`src/rtl/am29_latch_bus_arb_pkg.sv`:
```
// Shared definitions for the Am2957-style bus arbiter: FSM state encodings
// and the transfer hold-counter width.
package am29_latch_bus_arb_pkg;

    typedef enum logic [1:0] {
        IDLE  = 2'd0,
        LATCH = 2'd1,
        DRIVE = 2'd2,
        TURN  = 2'd3
    } bus_state_t;

    // Wide enough for HOLD_CYCLES up to 255.
    localparam int CNT_W = 8;

endpackage

```
`src/rtl/am29_rr_pick.sv`:
```
// Combinational round-robin picker: the first set request bit strictly after
// 'last', wrapping around, so 'last' itself has the lowest priority.
module am29_rr_pick #(
    parameter int N   = 4,
    parameter int IDW = $clog2(N)
) (
    input  logic [N-1:0]   req,
    input  logic [IDW-1:0] last,
    output logic           valid,
    output logic [IDW-1:0] idx
);

    logic [IDW-1:0] pos;

    // Scan from the farthest candidate down to the nearest, so the nearest set bit wins.
    always_comb begin
        valid = 1'b0;
        idx   = '0;
        pos   = '0;
        for (int i = N; i >= 1; i--) begin
            pos = IDW'((int'(last) + i) % N);
            if (req[pos]) begin
                valid = 1'b1;
                idx   = pos;
            end
        end
    end

endmodule

```
`src/rtl/am29_latch_bus_arb.sv`:
```
// Round-robin sequencer for N inverting tristate latches sharing one bus.
// Optional macro BUS_LOCK_EN adds a 'lock' input that chains transfers of one owner.
module am29_latch_bus_arb
    import am29_latch_bus_arb_pkg::*;
#(
    parameter int N           = 4,
    parameter int HOLD_CYCLES = 2,
    parameter int IDW         = $clog2(N)
) (
    input  logic           clk,
    input  logic           rst_,
    input  logic [N-1:0]   req,
`ifdef BUS_LOCK_EN
    input  logic           lock,
`endif
    output logic [N-1:0]   g,
    output logic [N-1:0]   oe_,
    output logic [N-1:0]   grant,
    output logic [N-1:0]   done,
    output logic           busy,
    output logic [IDW-1:0] owner
);

    bus_state_t     state, state_n;
    logic [IDW-1:0] owner_n, last, last_n;
    logic [CNT_W-1:0] cnt, cnt_n;
    logic           pick_valid;
    logic [IDW-1:0] pick_idx;
    logic           relock;
    logic [N-1:0]   sel_n;

`ifdef BUS_LOCK_EN
    assign relock = lock;
`else
    assign relock = 1'b0;
`endif

    am29_rr_pick #(.N(N), .IDW(IDW)) u_pick (
        .req   (req),
        .last  (last),
        .valid (pick_valid),
        .idx   (pick_idx)
    );

    always_comb begin
        state_n = state;
        owner_n = owner;
        cnt_n   = cnt;
        last_n  = last;
        case (state)
            IDLE: begin
                if (pick_valid) begin
                    state_n = LATCH;
                    owner_n = pick_idx;
                end
            end
            LATCH: begin
                state_n = DRIVE;
                cnt_n   = CNT_W'(HOLD_CYCLES - 1);
            end
            DRIVE: begin
                if (cnt != '0) begin
                    cnt_n = cnt - CNT_W'(1);
                end else if (relock) begin
                    // Locked owner re-latches immediately; pointer stays put.
                    state_n = LATCH;
                end else begin
                    state_n = TURN;
                    last_n  = owner;
                end
            end
            TURN:    state_n = IDLE;
            default: state_n = IDLE;
        endcase
    end

    assign sel_n = N'(1) << owner_n;

    // Outputs are registered from the next-state values, so they never depend
    // combinationally on req and reset clears the bus drivers asynchronously.
    always_ff @(posedge clk or negedge rst_) begin
        if (!rst_) begin
            state <= IDLE;
            owner <= '0;
            last  <= IDW'(N - 1);
            cnt   <= '0;
            g     <= '0;
            oe_   <= '1;
            grant <= '0;
            done  <= '0;
            busy  <= 1'b0;
        end else begin
            state <= state_n;
            owner <= owner_n;
            last  <= last_n;
            cnt   <= cnt_n;
            g     <= (state_n == LATCH) ? sel_n : '0;
            oe_   <= (state_n == DRIVE) ? ~sel_n : '1;
            grant <= (state_n == LATCH || state_n == DRIVE) ? sel_n : '0;
            done  <= (state_n == DRIVE && cnt_n == '0) ? sel_n : '0;
            busy  <= (state_n != IDLE);
        end
    end

endmodule

```
`config.mk`:
```
export PLATFORM = sky130hd
export DESIGN_NAME = am29_latch_bus_arb
export DESIGN_NICKNAME = d
export VERILOG_FILES = /design/src/rtl/am29_latch_bus_arb_pkg.sv /design/src/rtl/am29_rr_pick.sv /design/src/rtl/am29_latch_bus_arb.sv
export SDC_FILE = /design/constraint.sdc
export NUM_CORES = 1
export LEC_CHECK = 0
export ABC_AREA = 1
export ABC_CLOCK_PERIOD_IN_PS = 3400
export CAP_MARGIN = 20
export CORE_MARGIN = 10
export CORE_UTILIZATION = 25
export CTS_BUF_LIST = sky130_fd_sc_hd__clkbuf_2
export DETAILED_ROUTE_END_ITERATION = 6
export PLACE_DENSITY = 0.47
export SYNTH_ARGS = -nofsm -noshare
export SYNTH_HDL_FRONTEND = slang
export SYNTH_SLANG_ARGS = --single-unit
```
`constraint.sdc`:
```
create_clock -name clk -period 3.4 [get_ports clk]
set_input_delay 0.85 -clock clk [delete_from_list [all_inputs] [get_ports clk]]
set_output_delay 0.85 -clock clk [all_outputs]
set_load 0.02 [all_outputs]
```
==> impl_metrics.toml <==
[drt]
firstDrtPassIters = 4
drtIter0Drc = 65
wl_per_cell_um = 11.9
routed_wl_um = 3760
vias = 1322
drc_errors = 0
via_per_inst = 4.20
ant_nets = 0

[placement]
placed_area_mm2 = 0.00201
gp_congestion = 0.834
dpl.hpwl_um = 2890
io_buffer_count = 24
pre_cts_ws_ps = 607

[layout]
layout_common_cells = "nand2_1, inv_1, dfrtp_1"
num-nets-final = 251
layout_commonest_cell = "nand2_1"
syn2layout_area_growth_pct = 23.5
fill_cells = 683
final_area_mm2 = 0.00207
drive_gt1_frac = 0.165
post-route-util = 0.323

[timing]
slew_headroom = 0.738
whs_ps = 535
hold_viol_final = 0
finalSetupTns_ps = 0
postLayoutSetupSlackWorst_ps = 1010
final.min_clock_period_ps = 2390
worst_pin_slew_ps = 394
rsz0062_at_grt = "false"
max_freq_ghz = 0.419
period_share = 0.702
setup_viol = 0
drv_slew = 0
finalClockSkew_ps = 11.4

[die]
dieWidth_um = 102
core_area_mm2 = 0.00642
io_pins = 25
die_h_um = 102
dieArea_mm2 = 0.0104
initial_core_util = 0.261
rows = 29

[min_path]
min_from = "last[1]"
min_path_type = "flop to flop"
min_to = "last[1]"
worstHoldPathCells = 2

[power_and_ir_drop]
ir_drop_v = 0.000319
leakage_uw = 0.00108
p_per_area_mw_per_mm2 = 1040

[cts]
path_clk_slew_ps = 160
cts.htree.levels = 2
cts_tree = "done"
cts.sinks = 31
ctsRootBufferMaster = "clkbuf_2"
cts_setup_buffers = 0
cts_resized = 0
cts_hold_buf = 0
clk-insertion-delay-late_ps = 370
clockBufferDepth = 2
numCtsBuffers = 5

[logic_synthesis]
syn-num-nets = 221
synth_area_mm2 = 0.00168
ys_ff_latch = 31
seq_area_frac_synth = 0.467
synthCells = 206
synth_cell_types = 24
synth_area_per_cell_um2 = 8.14
synth_warnings = 0

[worst_setup_path]
critPathMaxFanout = 5
reg2reg_depth = 11
endpoint_kind = "flop"
arrival_ps = 2700
critPathKind = "primary input to flop"
cp-start-kind = "primary input"
reg2reg_slack_ps = 1120
worstReg2RegStart = "last[0]"
worstPathRequired_ps = 3720
r2r-end = "done[2]"

[flow_run]
drv_cap = 0

[global_routing]
grtUsageTotal = 0.0779
top_usage_layer = "met2"
grt_max_degree = 32
overflow = 0
grt_util_met3 = 0.0236
grt_pass1_wl_um = 6410
use_met2 = 0.122
antenna_found_initial = 1
grt_pass1_vias = 1346
grt_use_met1 = 0.0955

[run_status]
run_status = "complete, no violations"
## registers in the layout, summed over array words and instances (netlist names)
name	cells
g	4
owner	2
grant	4
state	2
oe_	4
busy	1
done	4
last	2
cnt	8
## cell type report
| class | instances | area [um2] | area share |
|---|---|---|---|
| flip-flops and latches | 31 | 783 | 0.378 |
| multi-input cells | 139 | 751 | 0.362 |
| repair buffers | 25 | 248 | 0.120 |
| inverters | 34 | 128 | 0.0616 |
| well taps | 77 | 96.3 | 0.0465 |
| clock inverters | 3 | 38.8 | 0.0187 |
| clock buffers | 5 | 25.0 | 0.0121 |
| diodes | 1 | 2.50 | 0.00121 |
## synthesized netlist by cell type
cell      instances  area, um2
nand2_1          53        199
nor2_4            1       11.3
nand4_1           3       18.8
dfrtp_1          25        626
or2_2             2       12.5
nor2_1           19       71.3
buf_2             1       5.00
a21oi_4           1       16.3
nand2_4           2       22.5
o22ai_1           1       6.26
dfstp_2           6        158
o21ai_0           7       35.0
xor2_1            1       8.76
nand3_1          17       85.1
nor2_2            3       18.8
nand2_2          12       75.1
a21boi_0          1       7.51
inv_2             1       3.75
a21oi_1           2       10.0
o21ai_1           2       10.0
inv_1            33        124
ha_1              9        113
nand3_2           3       30.0
buf_6             1       11.3
## per-layer routing
layer,vias to the layer above,part of all wire,routed length [um]
met5,-,0,0
met4,0,0.021,78
met3,6,0.043,160
met2,16,0.44,1670
met1,604,0.49,1860
li1,696,-,-
## metrics by stage
stage / std cells / total power, uW
floorplan: 206 / 1550
global placement: 306 / 1940
detailed placement: 306 / 1930
CTS: 314 / 2200
global route: 315 / 2400
finish: 315 / 2150
## worst max-delay path, cell delays in order
cell and delay [ps]:
clkdlybuf4s50_1 440, nand2_1 100, nand2_2 70, nor2_2 140, nand2_2 100, o22ai_1 280, ha_1 300, nand3_1 100
nor2_1 90, nand2_1 100, nor2_1 120
## logic make-up (layout without fill, tap and decap cells)
kind of cell / Yosys count / after routing / share of synthesized area
AOI/OAI and AO/OA: 14 / 14 / 0.0507
DFF: 31 / 31 / 0.467
xor gates and xnor gates: 1 / 1 / 0.00522
adders and majority gates: 9 / 9 / 0.0671
and+or+nand+nor: 115 / 115 / 0.324
buffers and inverters: 36 / 67 / 0.0858
other: 0 / 1 / 0
## how the worst max path moves through the flow
stage	start	end	slack, ps
floorplan	req[2]	done[2]	1290
global placement	req[1]	done[1]	680
detailed placement	req[1]	done[3]	610
CTS	oe_[3]	oe_[3]	1000
global route	req[2]	done[2]	790
finish	req[1]	done[2]	1010
## where the power goes
group	switching, uW	internal (uW)
clock network	131	121
logic	856	462
registers	70.2	510
total	1060	1090
Power figures use the tool's default switching activity.
